<file path="src/rtl/rot_pkg.sv">
// Shared definitions for the rotator family: search states, width helper and
// the rotate-direction encoding used by both the rotator and its inverse.
package rot_pkg;

  typedef enum logic [1:0] {
    IDLE   = 2'd0,
    SEARCH = 2'd1,
    DONE   = 2'd2
  } rot_state_t;

  localparam logic DIR_RIGHT = 1'b0;
  localparam logic DIR_LEFT  = 1'b1;

  function automatic int rot_width(input int n);
    return 1 << n;
  endfunction

endpackage

</file>
<file path="src/rtl/rot1.sv">
// Single-position rotate of a W-bit word; dir selects right or left.
module rot1
  import rot_pkg::*;
#(
  parameter int W = 8
) (
  input  logic [W-1:0] d,
  input  logic         dir,
  output logic [W-1:0] q
);

  always_comb begin
    if (dir == DIR_LEFT) q = {d[W-2:0], d[W-1]};
    else                 q = {d[0], d[W-1:1]};
  end

endmodule

</file>
<file path="src/rtl/rotate_amount_finder.sv">
// Finds the rotation amount and direction that maps a onto y, one candidate per cycle.
// Optional sticky overrun flag for start-while-busy: ROT_FIND_OVERRUN_EN.
//
// state  | meaning
// IDLE   | waiting for start; last result held on found/amt/lr
// SEARCH | compare both rotated copies against target, then step k
// DONE   | result valid, done pulses for one cycle
module rotate_amount_finder
  import rot_pkg::*;
#(
  parameter  int N = 3,
  localparam int W = rot_width(N)
) (
  input  logic         clk,
  input  logic         reset_n,
  input  logic         start,
  input  logic [W-1:0] a,
  input  logic [W-1:0] y,
  output logic         busy,
  output logic         done,
  output logic         found,
  output logic [N-1:0] amt,
  output logic         lr
`ifdef ROT_FIND_OVERRUN_EN
  ,
  output logic         overrun
`endif
);

  localparam logic [N-1:0] K_HALF = (N)'(W / 2);
  localparam logic [N-1:0] K_ONE  = (N)'(1);

  rot_state_t   state, state_nxt;
  logic [N-1:0] k, k_nxt;
  logic [W-1:0] rr, rr_nxt, rr_rot;
  logic [W-1:0] rl, rl_nxt, rl_rot;
  logic [W-1:0] yt, yt_nxt;
  logic         found_nxt, lr_nxt;
  logic [N-1:0] amt_nxt;

  rot1 #(.W(W)) u_rot_r (.d(rr), .dir(DIR_RIGHT), .q(rr_rot));
  rot1 #(.W(W)) u_rot_l (.d(rl), .dir(DIR_LEFT),  .q(rl_rot));

  always_ff @(posedge clk or negedge reset_n) begin
    if (!reset_n) begin
      state <= IDLE;
      k     <= '0;
      rr    <= '0;
      rl    <= '0;
      yt    <= '0;
      found <= 1'b0;
      amt   <= '0;
      lr    <= 1'b0;
    end else begin
      state <= state_nxt;
      k     <= k_nxt;
      rr    <= rr_nxt;
      rl    <= rl_nxt;
      yt    <= yt_nxt;
      found <= found_nxt;
      amt   <= amt_nxt;
      lr    <= lr_nxt;
    end
  end

  // Right is tested first so a both-direction match (k = 0 or W/2) reports right.
  always_comb begin
    state_nxt = state;
    k_nxt     = k;
    rr_nxt    = rr;
    rl_nxt    = rl;
    yt_nxt    = yt;
    found_nxt = found;
    amt_nxt   = amt;
    lr_nxt    = lr;
    case (state)
      IDLE: begin
        if (start) begin
          rr_nxt    = a;
          rl_nxt    = a;
          yt_nxt    = y;
          k_nxt     = '0;
          state_nxt = SEARCH;
        end
      end
      SEARCH: begin
        if (rr == yt) begin
          found_nxt = 1'b1;
          amt_nxt   = k;
          lr_nxt    = DIR_RIGHT;
          state_nxt = DONE;
        end else if (rl == yt) begin
          found_nxt = 1'b1;
          amt_nxt   = k;
          lr_nxt    = DIR_LEFT;
          state_nxt = DONE;
        end else if (k == K_HALF) begin
          found_nxt = 1'b0;
          amt_nxt   = '0;
          lr_nxt    = DIR_RIGHT;
          state_nxt = DONE;
        end else begin
          rr_nxt = rr_rot;
          rl_nxt = rl_rot;
          k_nxt  = k + K_ONE;
        end
      end
      DONE:    state_nxt = IDLE;
      default: state_nxt = IDLE;
    endcase
  end

  assign busy = (state != IDLE);
  assign done = (state == DONE);

`ifdef ROT_FIND_OVERRUN_EN
  always_ff @(posedge clk or negedge reset_n) begin
    if (!reset_n)                     overrun <= 1'b0;
    else if (state == IDLE && start) overrun <= 1'b0;
    else if (start && busy)          overrun <= 1'b1;
  end
`endif

endmodule

</file>
<file path="config.mk">
export PLATFORM = sky130hd
export DESIGN_NAME = rotate_amount_finder
export DESIGN_NICKNAME = d
export VERILOG_FILES = /design/src/rtl/rot_pkg.sv /design/src/rtl/rot1.sv /design/src/rtl/rotate_amount_finder.sv
export SDC_FILE = /design/constraint.sdc
export NUM_CORES = 1
export LEC_CHECK = 0
export ABC_AREA = 1
export BUFFER_PORTS_ARGS = -buffer_cell sky130_fd_sc_hd__buf_2
export CAP_MARGIN = 0
export CORE_ASPECT_RATIO = 2
export CORE_MARGIN = 4
export CORE_UTILIZATION = 50
export DETAILED_ROUTE_END_ITERATION = 10
export PLACE_DENSITY_LB_ADDON = 0.1
export SLEW_MARGIN = 30
export SYNTH_ARGS = -nofsm -noshare
export SYNTH_HDL_FRONTEND = slang
export SYNTH_SLANG_ARGS = --single-unit
</file>
<file path="constraint.sdc">
create_clock -name clk -period 2.34 [get_ports clk]
set_input_delay 0.351 -clock clk [delete_from_list [all_inputs] [get_ports clk]]
set_output_delay 0.351 -clock clk [all_outputs]
set_load 0.05 [all_outputs]
</file>
-- Word-level counts from Yosys, hierarchy flattened
Index checks and enable logic that the tools add are counted.
- memory bits (writable): 0
- output and inout port bits: 7
- latch bits: 0
- bits in read-only memories: 0
- flip-flop bits (word level): 34
- memories kept: 0
- multiplexer cells: 26
- equal/unequal tests: 10
- bitwise gates (word level): 0
- div/mod/pow operators: 0
- $mul: 0
- add/subtract/negate cells: 1
- reduce and logical (&&, ||, !) cells: 8
- order comparisons: 0
- shift operators: 0
- operators by type and width (kind ; number):
    8-bit 2-to-1 mux ; 7
    8-bit one-hot mux with 2 select lines ; 2
    3-bit 2-to-1 mux ; 7
    8-bit equality test ; 2
    2-bit 2-to-1 mux ; 4
    2-bit != test, second input constant ; 4
    3-bit one-hot mux with 2 select lines ; 1
    2-bit AND reduction ; 3
    5-bit AND reduction ; 1
    1-bit 2-to-1 mux ; 4
    4-bit != test, second input constant ; 1
    2-bit one-hot mux with 2 select lines ; 1
    2-bit nonzero test ; 2
    3-bit by 1-bit adder with 3-bit output, second input constant ; 1
    3-bit equality test, second input constant ; 1
    3-bit nonzero test ; 1
    2-bit by 1-bit equality test with 1-bit output, second input constant ; 1
    2-bit equality test, second input constant ; 1
    2-bit zero test ; 1

-- Logic depth before layout (Yosys ltp)
- depth after elaboration: 5
- mapped depth: 11
- gate-level depth less buffers: 10

-- By module
From an unflattened synthesis, not the netlist that was laid out.
- cell total of the unflattened synthesis: 309
- area, all modules: 2157.1 µm²
- modules (own cells, without submodules) (module ; seq. area each (µm²) ; instances ; cells each ; area an instance (µm²)):
    rotate_amount_finder ; 850.8 ; 1 ; 257 ; 1946.9
    rot1 ; 0.0 ; 2 ; 26 ; 105.1

-- Worst setup path before layout
OpenSTA, ideal clock, no wires.
- path kind: register to output
- start point: register state[0]
- end point: output done
- data arrival time: 1035 ps
- slack: 954 ps
- cell stages (with the launch flop): 2
- cells stage by stage: dfrtp_1 nor2_1
- word-level cells in the longest chain between the ends: 1
- RTL lines (element ; line ; source):
    start: declaration ; rotate_amount_finder.sv:33 ; rot_state_t state, state_nxt;
    start signal: assignment ; rotate_amount_finder.sv:55 ; state <= state_nxt;
    2-bit equality test ; rotate_amount_finder.sv:114 ; assign done = (state == DONE);
    end: declaration ; rotate_amount_finder.sv:20 ; output logic done,
No other way between the ends.

-- Worst setup path after layout
- start point: register rl[4]
- end point: register k[2]
- word-level cells in the longest chain between the ends: 3
- RTL lines (element ; line ; source):
    start: declaration ; rotate_amount_finder.sv:36 ; logic [W-1:0] rl, rl_nxt, rl_rot;
    start signal: assignment ; rotate_amount_finder.sv:58 ; rl <= rl_nxt;
    8-bit equality test ; rotate_amount_finder.sv:92 ; end else if (rl == yt) begin
    2-bit != test (no source line) ; -- ;
    5-bit AND reduction (no source line) ; -- ;
    end signal: assignment ; rotate_amount_finder.sv:56 ; k <= k_nxt;
    end: declaration ; rotate_amount_finder.sv:34 ; logic [N-1:0] k, k_nxt;
No other way between the ends.
A chain may end at the register's enable or synchronous reset.

==> metrics.txt <==
status=completed; Ant. Diodes=0; Worst-Margin Slew=between 700 and 800 ps; drt wl/cell=roughly 13 um; area grow syn2layout=11.3%; maximum vdd ir drop=0.679 mV; reg-to-reg endpoint=k[2]; Max Transition Viols Final=0; crit path kind=flip-flop to flip-flop; clk_lat worst skew=290 ps; Setup crit start=rl[4]; CP max stage delay=a little over 400 ps; register bit total from synthesis=34; share of the synthesized area in the top cell type=0.461; number of synthesized flops with an enable pin=0; Detailed Routing Iterations Pass 1=4; Worst Hold Class=primary input to asynchronous set/reset pin; post-CTS resize count=0; Syn. warnings=0; critical path launch point type=flip-flop; Worst R2R Path Depth=10; Unique masters post-synth=19; async set-reset flop share out of synthesis=1.00; die width=51.0 um; depth of the CTS H-tree=2; Tcrit/Tclk final=0.753; via count=1553; R2R Setup Slk=580 ps; Req. time, crit path=around 2500 ps; DRC=0; TritonCTS clock tree=yes; total gr overflow=0; commonest non-fill, non-tap cell in the layout=nand2_1; Post-CTS Setup Bufs=0; Routed Wire Length=3960 um; Avg Cell Area, Syn=around 7.7 sq um; slew margin rel.=0.495; first-pass GRT wire length=roughly 6900 um; synthesized net count=261; number of port buffers=25; final setup vio count=0; Critical Path Stages=10; Slowest cell on crit path=nand2_1; register area share after synthesis=0.461; RePlAce Congestion=0.774; CTS Buffer Depth=2; gr usage total=0.192; crit path cell chain=inv_1, nand2_1, nand2_1, nand2_1, nor2_2, nand2_1, nand3_2, nand2_1, nand2_1, nand2_1; worst path bufs/invs=1; share of post-route cells with drive strength above 1=0.174; LEAKAGE=1.14 nW; setup ws final=around 580 ps; crit path DAT=1940 ps; Core Box Area=approximately 3600 sq um; cts-stage hold buffer count=0; RSZ-0062 raised after global routing=false; die area=approximately 4800 sq um; antenna violations before repair=0; TritonCTS Sinks=34; Final Hold Violating Endpoints=0; Top FF cell, synth=dfrtp_1; max_cap viols=0; Critical R2R Launch=rl[4]; minimum clock period=about 1800 ps; Initial Util=0.512; die height=94.0 um; Final Skew=between 4 and 5 ps; Rows=31; Synth area leaders=dfrtp_1 46%, nand2_1 22%, nand3_1 5.7%, xnor2_1 5.2%, inv_1 3.5%; First DRT Iteration DRCs=26; post-DP HPWL=2830 um; Worst-path clk slew=70 ps; cell taking the most area after synthesis=dfrtp_1; Final ANT Viol Nets=0; I/O pin cnt=26; Post-layout nets=about 290; Post-Synthesis Cells=240; crit end category=flip-flop; Sum Neg Setup Slack=0 ps; clk root buf=clkbuf_8; Critical Path Fanout Max=20; pin count of the biggest net entering global routing=35; Finished Core Util=0.570; Cell Pwr Density=between 1000 and 1500 nW/um^2; CP top delay family=simple AND/OR/NAND/NOR gates; Placement Setup Slack=572 ps; post-DR vias/cell=4.95; commonest cells after routing, fill and taps aside=106 x nand2_1, 34 x dfrtp_1, 25 x buf_2; Fmax=568 MHz; vias in the first global route=1583; hold_ws=133 ps; Top cell by count, worst path=nand2_1; TritonCTS Buffers=5; mapped cell area=1850 sq um; worst setup path end=k[2]
cell type report:
cell class	count	area, sq um
repair buffers	28	148
inverters	18	67.6
flip-flops and latches	34	851
fillers	387	1550
well taps	49	61.3
clock buffers	7	76.3
multi-input cells	178	852
state kept, by name, indices dropped and copies added (netlist names):
register and cells:
lr 1, rl 8, yt 8, k 3, found 1, rr 8
amt 3, state 2
report_power, final:
part	internal, W	switching [W]	leakage [nW]
clock network	0.000205	0.000202	0.0383
registers	0.000847	0.000231	0.424
logic	0.000525	0.000942	0.679
logic make-up (layout without fill, tap and decap cells):
logic type | count (synthesis) | count (layout) | share of synthesized area
DFF | 34 | 34 | 0.461
AOI/OAI and AO/OA | 12 | 12 | 0.0325
adders and majority gates | 2 | 2 | 0.0135
muxes | 3 | 3 | 0.0183
xor gates and xnor gates | 11 | 11 | 0.0522
buffers and inverters | 28 | 53 | 0.0779
and+or+nand+nor | 150 | 150 | 0.345
cell usage after synthesis, types with 3 or more instances:
cell type / instances
nand2_1: 106
dfrtp_1: 34
nand3_1: 21
inv_1: 17
nor2_1: 13
xnor2_1: 11
a21oi_1: 6
buf_2: 6
nand3_2: 6
o21ai_0: 6
mux2_2: 3
per-stage QoR:
stage	power, W	cell area [sq um]	instances
floorplan	0.00230	1850	240
finish	0.00295	2060	314
global placement	0.00256	1980	307
CTS	0.00299	2060	314
detailed placement	0.00258	1980	307
global route	0.00323	2060	314
worst min-delay path by stage:
stage | from | endpoint | slack, ps | depth (start not counted)
floorplan | reset_n | amt[0] | 60 | 0
global placement | found | found | 460 | 2
detailed placement | found | found | 460 | 2
CTS | reset_n | rl[5] | 170 | 1
global route | reset_n | k[2] | 190 | 1
finish | reset_n | k[2] | 130 | 1
per-layer routing:
layer	wire [um]	share of wire	vias up	global-route usage
met5	0	0	-	0
met3	125	0.032	5	0.0302
met1	1540	0.39	732	0.203
li1	-	-	791	-
met4	80	0.020	0	0.0921
met2	2210	0.56	25	0.355
(Power assumes the default switching activity.)
